<file path="src/rtl/liteic_slave_node_read_if.sv">
// Crossbar-side request/response bundle plus the AXI-Lite AR/R channels of one slave slot.
// Pure wiring; no state or latency of its own.
// Backpressure is carried by the rdy/ready signals in both directions.
interface liteic_slave_node_read_if #(
  parameter int NUM_MASTERS = 4,
  parameter int ADDR_WIDTH  = 8,
  parameter int RDATA_WIDTH = 34
);
  logic [NUM_MASTERS-1:0] cbar_reqst_val_i;
  logic [ADDR_WIDTH-1:0]  cbar_reqst_data_i [NUM_MASTERS];
  logic [NUM_MASTERS-1:0] cbar_reqst_rdy_o;
  logic [RDATA_WIDTH-1:0] cbar_resp_data_o;
  logic [NUM_MASTERS-1:0] cbar_resp_val_o;
  logic [NUM_MASTERS-1:0] cbar_resp_rdy_i;
  logic                   slv_ar_valid_o;
  logic [ADDR_WIDTH-1:0]  slv_ar_addr_o;
  logic                   slv_ar_ready_i;
  logic                   slv_r_valid_i;
  logic [RDATA_WIDTH-1:0] slv_r_data_i;
  logic                   slv_r_ready_o;

  // The read node itself.
  modport slave (
    input  cbar_reqst_val_i, cbar_reqst_data_i, cbar_resp_rdy_i,
    input  slv_ar_ready_i, slv_r_valid_i, slv_r_data_i,
    output cbar_reqst_rdy_o, cbar_resp_data_o, cbar_resp_val_o,
    output slv_ar_valid_o, slv_ar_addr_o, slv_r_ready_o
  );

  // Whatever drives the node: crossbar masters and the AXI-Lite slave.
  modport master (
    output cbar_reqst_val_i, cbar_reqst_data_i, cbar_resp_rdy_i,
    output slv_ar_ready_i, slv_r_valid_i, slv_r_data_i,
    input  cbar_reqst_rdy_o, cbar_resp_data_o, cbar_resp_val_o,
    input  slv_ar_valid_o, slv_ar_addr_o, slv_r_ready_o
  );
endinterface

</file>
<file path="src/rtl/liteic_slave_node_read.sv">
// Read-side slave node: round-robin picks one master, issues its AR, forwards the R beat back.
// Grant to AR valid is 1 cycle; R is passed combinationally; min 3 cycles per read.
// One read outstanding; other requesters stall; R ready follows the granted master's resp_rdy.
module liteic_slave_node_read #(
  parameter int NUM_MASTERS = 4,
  parameter int ADDR_WIDTH  = 8,
  parameter int RDATA_WIDTH = 34
) (
  input  logic                        clk_i,
  input  logic                        rst_i,
  liteic_slave_node_read_if.slave     bus
);

  localparam int IW = (NUM_MASTERS > 1) ? $clog2(NUM_MASTERS) : 1;

  typedef enum logic [1:0] {
    IDLE = 2'd0,
    ADDR = 2'd1,
    RESP = 2'd2
  } state_t;

  state_t                 state_q, state_d;
  logic [IW-1:0]          last_grant_q;
  logic [IW-1:0]          grant_q;
  logic [IW-1:0]          sel;
  logic                   any_req;
  logic [ADDR_WIDTH-1:0]  addr_q;
  logic                   ar_valid_q;
  logic [NUM_MASTERS-1:0] reqst_rdy;
  logic [NUM_MASTERS-1:0] resp_val;
  logic [RDATA_WIDTH-1:0] resp_data;
  logic                   r_ready;
  int unsigned            idx;

  // Round-robin search starting just after the previous winner; first set bit wins.
  always_comb begin
    sel     = '0;
    any_req = 1'b0;
    idx     = 0;
    for (int i = 0; i < NUM_MASTERS; i++) begin
      idx = (int'(last_grant_q) + 1 + i) % NUM_MASTERS;
      if (!any_req && bus.cbar_reqst_val_i[IW'(idx)]) begin
        any_req = 1'b1;
        sel     = IW'(idx);
      end
    end
  end

  // State register.
  always_ff @(posedge clk_i or posedge rst_i) begin
    if (rst_i) state_q <= IDLE;
    else       state_q <= state_d;
  end

  // Grant, captured address and AR valid; last_grant resets so master 0 wins first.
  always_ff @(posedge clk_i or posedge rst_i) begin
    if (rst_i) begin
      last_grant_q <= IW'(NUM_MASTERS - 1);
      grant_q      <= '0;
      addr_q       <= '0;
      ar_valid_q   <= 1'b0;
    end else if (state_q == IDLE && any_req) begin
      last_grant_q <= sel;
      grant_q      <= sel;
      addr_q       <= bus.cbar_reqst_data_i[sel];
      ar_valid_q   <= 1'b1;
    end else if (state_q == ADDR && bus.slv_ar_ready_i) begin
      ar_valid_q   <= 1'b0;
    end
  end

  // Next state and the combinational handshake outputs; rdy is masked while reset is held.
  always_comb begin
    state_d   = state_q;
    reqst_rdy = '0;
    resp_val  = '0;
    resp_data = '0;
    r_ready   = 1'b0;
    case (state_q)
      IDLE: begin
        if (any_req) begin
          state_d        = ADDR;
          reqst_rdy[sel] = ~rst_i;
        end
      end
      ADDR: begin
        if (bus.slv_ar_ready_i) state_d = RESP;
      end
      RESP: begin
        resp_val[grant_q] = bus.slv_r_valid_i;
        resp_data         = bus.slv_r_data_i;
        r_ready           = bus.cbar_resp_rdy_i[grant_q];
        if (bus.slv_r_valid_i && bus.cbar_resp_rdy_i[grant_q]) state_d = IDLE;
      end
      default: state_d = IDLE;
    endcase
  end

  assign bus.cbar_reqst_rdy_o = reqst_rdy;
  assign bus.cbar_resp_val_o  = resp_val;
  assign bus.cbar_resp_data_o = resp_data;
  assign bus.slv_r_ready_o    = r_ready;
  assign bus.slv_ar_valid_o   = ar_valid_q;
  assign bus.slv_ar_addr_o    = addr_q;

endmodule

</file>
<file path="src/flat_wrapper.sv">
// flat-port wrapper written by rule: the top's interface ports become plain ports
module liteic_slave_node_read_flat 
#(
  parameter int NUM_MASTERS = 4,
  parameter int ADDR_WIDTH  = 8,
  parameter int RDATA_WIDTH = 34
)
  (clk_i, rst_i, bus_cbar_reqst_val_i, bus_cbar_reqst_data_i, bus_cbar_resp_rdy_i, bus_slv_ar_ready_i, bus_slv_r_valid_i, bus_slv_r_data_i, bus_cbar_reqst_rdy_o, bus_cbar_resp_data_o, bus_cbar_resp_val_o, bus_slv_ar_valid_o, bus_slv_ar_addr_o, bus_slv_r_ready_o);
  liteic_slave_node_read_if #(.NUM_MASTERS(NUM_MASTERS), .ADDR_WIDTH(ADDR_WIDTH), .RDATA_WIDTH(RDATA_WIDTH)) bus_i ();
  input  logic clk_i;
  input  logic rst_i;
  input wire logic [$bits(bus_i.cbar_reqst_val_i)-1:0] bus_cbar_reqst_val_i;
  input wire logic [$bits(bus_i.cbar_reqst_data_i)-1:0] bus_cbar_reqst_data_i;
  input wire logic [$bits(bus_i.cbar_resp_rdy_i)-1:0] bus_cbar_resp_rdy_i;
  input wire logic [$bits(bus_i.slv_ar_ready_i)-1:0] bus_slv_ar_ready_i;
  input wire logic [$bits(bus_i.slv_r_valid_i)-1:0] bus_slv_r_valid_i;
  input wire logic [$bits(bus_i.slv_r_data_i)-1:0] bus_slv_r_data_i;
  output wire logic [$bits(bus_i.cbar_reqst_rdy_o)-1:0] bus_cbar_reqst_rdy_o;
  output wire logic [$bits(bus_i.cbar_resp_data_o)-1:0] bus_cbar_resp_data_o;
  output wire logic [$bits(bus_i.cbar_resp_val_o)-1:0] bus_cbar_resp_val_o;
  output wire logic [$bits(bus_i.slv_ar_valid_o)-1:0] bus_slv_ar_valid_o;
  output wire logic [$bits(bus_i.slv_ar_addr_o)-1:0] bus_slv_ar_addr_o;
  output wire logic [$bits(bus_i.slv_r_ready_o)-1:0] bus_slv_r_ready_o;
  assign bus_i.cbar_reqst_val_i = bus_cbar_reqst_val_i;
  assign bus_i.cbar_reqst_data_i = {>>{bus_cbar_reqst_data_i}};
  assign bus_i.cbar_resp_rdy_i = bus_cbar_resp_rdy_i;
  assign bus_i.slv_ar_ready_i = bus_slv_ar_ready_i;
  assign bus_i.slv_r_valid_i = bus_slv_r_valid_i;
  assign bus_i.slv_r_data_i = bus_slv_r_data_i;
  assign bus_cbar_reqst_rdy_o = bus_i.cbar_reqst_rdy_o;
  assign bus_cbar_resp_data_o = bus_i.cbar_resp_data_o;
  assign bus_cbar_resp_val_o = bus_i.cbar_resp_val_o;
  assign bus_slv_ar_valid_o = bus_i.slv_ar_valid_o;
  assign bus_slv_ar_addr_o = bus_i.slv_ar_addr_o;
  assign bus_slv_r_ready_o = bus_i.slv_r_ready_o;
  liteic_slave_node_read #(.NUM_MASTERS(NUM_MASTERS), .ADDR_WIDTH(ADDR_WIDTH), .RDATA_WIDTH(RDATA_WIDTH)) u_core (.clk_i(clk_i), .rst_i(rst_i), .bus(bus_i));
endmodule
</file>
<file path="config.mk">
export PLATFORM = sky130hd
export DESIGN_NAME = liteic_slave_node_read_flat
export DESIGN_NICKNAME = d
export VERILOG_FILES = /design/src/rtl/liteic_slave_node_read_if.sv /design/src/rtl/liteic_slave_node_read.sv /design/src/flat_wrapper.sv
export SDC_FILE = /design/constraint.sdc
export NUM_CORES = 1
export LEC_CHECK = 0
export BUFFER_PORTS_ARGS = -buffer_cell sky130_fd_sc_hd__buf_2
export CAP_MARGIN = 20
export CELL_PAD_IN_SITES_DETAIL_PLACEMENT = 1
export CELL_PAD_IN_SITES_GLOBAL_PLACEMENT = 1
export CORE_UTILIZATION = 22
export CTS_CLUSTER_DIAMETER = 100
export DETAILED_ROUTE_END_ITERATION = 8
export PLACE_DENSITY_LB_ADDON = 0.1
export SKIP_LAST_GASP = 1
export SLEW_MARGIN = 20
export SYNTH_ARGS = -nofsm -noshare
export SYNTH_HDL_FRONTEND = slang
export SYNTH_SLANG_ARGS = --single-unit
</file>
<file path="constraint.sdc">
create_clock -name clk_i -period 2.2 [get_ports clk_i]
set_clock_uncertainty 0.1 [all_clocks]
set_input_delay 0.11 -clock clk_i [delete_from_list [all_inputs] [get_ports clk_i]]
set_output_delay 0.11 -clock clk_i [all_outputs]
set_load 0.1 [all_outputs]
</file>
* Word level (Yosys, flattened, before mapping)
Index checks and enable logic that the tools add are counted.
Word-level totals: bits in registers 15, bits of input ports 78, output and inout port bits 52, logic and storage cells 77
Cells by class: add/subtract/negate cells 4, order comparisons 9, eq/ne operators 5, muxes and demuxes 36, bitwise operators 4, reduce and logical (&&, ||, !) cells 14
Operators with widths (count):
- $mux 34 | 1
- $lt 2x3->1 const B | 6
- $bmux 8 s2 | 1
- $mux 8 | 2
- $mux 1 | 14
- $mux 2 | 7
- $mux 4 | 3
- $bmux 1 s2 | 5
- $and 4x4->4 | 2
- $logic_and 1x1->1 | 8
- $pmux 2 s3 | 1
- $add 2x1->2 const B | 2
- $add 2x2->2 const B | 2
- $demux 1 s2 | 2
- $ge 2x1->1 const B | 2
- $ne 2x1->1 const B | 2
- $ge 3x3->1 const B | 1
- $logic_not 1->1 | 3
- $not 2->3 | 1
- $reduce_and 3->1 | 1
- $eq 2x1->1 const B | 1
- $eq 2x2->1 const B | 1
- $logic_not 2->1 | 1
- $ne 2x2->1 const B | 1
- other kinds (2) | 2

* Logic depth before layout (Yosys ltp)
depth in word-level cells 20, mapped depth 6, mapped depth without buffers 5

* Worst setup path before layout
OpenSTA, ideal clock, no wires.
kind register to output, start register u_core.last_grant_q[1], end output bus_cbar_reqst_rdy_o[1], arrival time 3.441 ns, data required time 1.990 ns, setup slack -1.451 ns, cell stages (with the launch flop) 7, buffers on the path 1, path through dfstp_2 -> a21oi_1 -> a31o_2 -> o22ai_1 -> nand2b_1 -> buf_2 -> nor3b_1
Between the ends: word-level cells in the longest chain between the ends 20, elaborated cells between the ends (all ways) 34, classes of those cells add/sub: 4; order compare: 2; mux: 20; bitwise: 1; reduce/logical: 7
Ends and longest elaborated chain:
- from (decl) | line liteic_slave_node_read.sv:23 | logic [IW-1:0] last_grant_q;
- from (signal assigned) | line liteic_slave_node_read.sv:58 | last_grant_q <= IW'(NUM_MASTERS - 1);
- from (signal assigned) | line liteic_slave_node_read.sv:63 | last_grant_q <= sel;
- $add 2x1->2 * | line liteic_slave_node_read.sv:41 | idx = (int'(last_grant_q) + 1 + i) % NUM_MASTERS;
- branches (longest 17 deep; another with $lt 2x3->1)
- $mux 4 * | line liteic_slave_node_read.sv:81 | if (any_req) begin
- $mux 4 * | line liteic_slave_node_read.sv:79 | case (state_q)
- to (decl) | line flat_wrapper.sv:18 | output wire logic [$bits(bus_i.cbar_reqst_rdy_o)-1:0] bus_cbar_reqst_rdy_o;
Mark *: on every way between the ends. The select of a mux whose other input is x is not followed.

* Final worst setup path
Ends and elaborated chain as after synthesis.

==> impl_results.rst <==
.. list-table::
   :header-rows: 1

   * - Metric
     - Value
   * - Post-Syn Area per Cell
     - approximately 8.9 um2
   * - Origin of the worst min-delay path
     - bus_cbar_reqst_data_i[25]
   * - Share of final-layout standard cells stronger than drive strength 1
     - between 60% and 70%
   * - Final cycle utilization of the critical path
     - a little over nine tenths
   * - Final number of setup-violating endpoints
     - 0
   * - Number of antenna repair diodes
     - 0
   * - Sequential share of the synthesized area
     - between 30 and 40%
   * - Grt total ovfl
     - 0
   * - Worst Path Class, Setup
     - register to output port
   * - Net count after synthesis
     - about 220
   * - Count of routing violations after the opening detailed-route iteration
     - 29
   * - Worst IR Drop VDD
     - 0.0008849 V
   * - Aggregate routed wire length
     - 5005 um
   * - Run status
     - finished clean
   * - Number of vias per cell after detailed routing
     - ~4.4
   * - End of the worst register-to-register path
     - u_core.bus.slv_ar_addr_o[0]
   * - Peak clock frequency supported by timing
     - 0.4721 GHz
   * - Hold Path Stages
     - 3
   * - Area growth from synthesis to layout
     - 129.0%
   * - Post-route standard cell area excluding fillers
     - ~2800 um2
   * - Power density over the cells
     - 1465 nW/um2
   * - Effective utilization at floorplan
     - 23.51%
   * - Cell area after synthesis
     - approximately 1200 um2
   * - Wire length of the first global-routing pass
     - a little under 8000 um
   * - Leakage Power
     - ~1.4 nW
   * - Placeable core region
     - between 5000 and 6000 um2
   * - Maximum count of clock buffers along a single path
     - 2
   * - Finished Core Util
     - around 54%
   * - Fin Hold WS
     - 82.06 ps
   * - Placed standard-cell area
     - about 2700 um2
   * - Number of buffers added by the clock tree synthesis step
     - 3
   * - Reg2Reg Launch Point
     - u_core.last_grant_q[1]
   * - Synthesized instance count
     - between 100 and 150
   * - Crit path time final
     - ~2100 ps
   * - Number of H-tree branching levels
     - 1
   * - Slew of the pin with the lowest slew margin
     - roughly 630 ps
   * - Worst Setup SP
     - u_core.last_grant_q[1]
   * - Number of cell instances on the worst register-to-register path
     - 7
   * - Internal reg-to-reg setup slack
     - 210 ps
   * - Input/output buffers
     - around 130
   * - Worst skew pair latency
     - 250 ps
   * - Maximum number of pins on one net before global-route repair
     - 38
   * - Antenna-violating nets left
     - 0
   * - DP Wirelength
     - 4246 um
   * - Final cell count without fillers
     - roughly 350
   * - RSZ-0062 raised after global routing
     - yes
   * - Sum of negative setup slack
     - 0 ps
   * - Total vias in the final route
     - 1,540
   * - Max-cap violation count
     - 0
   * - Via count of the first global-routing pass
     - about 1,500
   * - Row count
     - 26
   * - Endpoint type of the worst setup path
     - output port
   * - Die Height
     - 76.81 um
   * - Most common cell after layout, fill and taps aside
     - buf_2
   * - Tightest slew margin relative to the limit
     - about three fifths
   * - Number of antenna violations at the first check in global routing
     - 0
   * - Total Nets Final
     - 357
   * - Class of the tightest hold or removal check
     - input pin to register
   * - Global placer's final weighted congestion
     - between 0.7 and 0.8
   * - CTS Root Cell
     - clkbuf_8
   * - Library cells used by synthesis
     - 29
   * - Critical Path Start Type
     - register
   * - Hold violation count in the final report
     - 0
   * - DP Cell Count
     - approximately 340
   * - CTS clock-pin slew for the worst setup and hold paths
     - 60 ps
   * - Total DRC errors in the routed layout
     - 0
   * - Clock tree from TritonCTS
     - built
   * - GRT Resource Usage Total
     - between 10% and 20%
   * - Max-slew violation count
     - 0
   * - Die extent in x
     - 76.81 um
   * - Count of synthesis-stage warnings from yosys
     - 0
   * - Drt wl/cell
     - around 14 um
   * - First-pass iteration count of the detailed router
     - 4
   * - Data required time at the worst endpoint
     - ~2000 ps
   * - I/O pins
     - 130
   * - Data arrival at the endpoint of the critical path
     - 1910 ps
   * - Biggest fanout along the worst timing path
     - 7
   * - Clock Sink Count
     - 15
   * - Die area
     - just under 6000 um2
   * - Seq cells post-synth
     - 15
   * - Terminating pin of the worst hold path
     - u_core.bus.slv_ar_addr_o[1]
   * - Commonest cells after routing, fill and taps aside
     - buf_2, buf_12, and2_1
## report_power, final
part | leakage [nW] | internal (mW) | switching [mW]
logic | 1.15 | 1.10 | 2.26
clock network | 0.0255 | 0.125 | 0.0988
registers | 0.179 | 0.429 | 0.113
## routing by layer
layer	vias up	wire (um)	global-route usage, %
met3	4	327	2.738
met4	0	27	2.885
li1	760	-	-
met5	-	0	0
met2	73	2431	28.75
met1	703	2218	21.56
## sequential cells by signal, summed over array words and instances, names as in the netlist
| signal | cells |
|---|---|
| u_core.bus.slv_ar_addr_o | 8 |
| u_core.last_grant_q | 2 |
| u_core.grant_q | 2 |
| u_core.state_q | 2 |
| u_core.bus.slv_ar_valid_o | 1 |
## worst max-delay path by stage
stage | depth (start not counted) | end | slack, ps
2_1_floorplan | 5 | bus_cbar_reqst_rdy_o[3] | -150
3_3_place_gp | 6 | bus_cbar_reqst_rdy_o[0] | 250
3_5_place_dp | 6 | bus_cbar_reqst_rdy_o[0] | 230
4_1_cts | 6 | bus_cbar_reqst_rdy_o[1] | 10
5_1_grt | 6 | bus_cbar_reqst_rdy_o[1] | -20
6_report | 6 | bus_cbar_reqst_rdy_o[1] | 80
## repair_timing
| item | in CTS | in global routing |
|---|---|---|
| endpoints found under the hold margin | 14 | 0 |
| buffers inserted | 1 | 6 |
| endpoints found under the setup margin | 2 | 3 |
| resized for setup | 1 | 1 |
| hold buffers | 2 | 0 |
| pin swaps | 2 | 1 |
## synth_stat cells
| cell type | count | area (um2) |
|---|---|---|
| a211oi_1 | 1 | 7.510 |
| a21oi_1 | 6 | 30.03 |
| a31o_2 | 1 | 8.760 |
| and2_1 | 35 | 219.0 |
| buf_2 | 4 | 20.02 |
| buf_4 | 1 | 7.510 |
| buf_6 | 1 | 11.26 |
| clkbuf_1 | 4 | 15.01 |
| dfrtp_1 | 13 | 325.3 |
| dfstp_2 | 2 | 52.55 |
| inv_1 | 4 | 15.01 |
| mux2i_1 | 17 | 170.2 |
| mux4_2 | 1 | 22.52 |
| nand2_1 | 15 | 56.30 |
| nand2b_1 | 3 | 18.77 |
| nand3_1 | 1 | 5.000 |
| nor2_1 | 6 | 22.52 |
| nor2b_1 | 3 | 18.77 |
| nor3_1 | 3 | 15.01 |
| nor3_2 | 1 | 10.01 |
| nor3b_1 | 1 | 7.510 |
| nor3b_2 | 1 | 12.51 |
| nor4_1 | 1 | 6.260 |
| o21ai_0 | 2 | 10.01 |
| o221ai_1 | 2 | 17.52 |
| o221ai_2 | 7 | 105.1 |
| o22ai_1 | 1 | 6.260 |
| or2_4 | 1 | 8.760 |
| or3_1 | 1 | 6.260 |
## critical path: stages (launching register included)
cell      delay (ps)
dfstp_2          590
a21oi_1           80
a31o_2           220
o22ai_2          150
nand2b_2         160
nor3b_4          250
buf_12           200
## final cells by class
cell class,instances,area (um2)
well taps,70,87.58
clock inverters,1,5.005
inverters,4,15.01
repair buffers,145,1441
fillers,584,2419
clock buffers,3,41.29
multi-input cells,110,850.8
flip-flops and latches,15,377.9
## through the flow
step / setup slack (ps) / total power, mW
floorplan: -146.6 / 2.848
global placement: 248.8 / 3.824
detailed placement: 225.3 / 3.859
CTS: 14.73 / 4.108
global route: -16.88 / 4.321
finish: 81.62 / 4.130
## cells by family (layout without fill, tap and decap cells)
kind of cell,after synthesis,after routing,share of synthesized area [%]
AND/OR/NAND/NOR,72,72,33.03
flip-flops,15,15,30.69
buffers and inverters,14,153,5.589
multiplexers,18,18,15.65
AO/OA/AOI/OAI,20,20,15.04
Note: power is estimated with default switching activity, not from simulation.
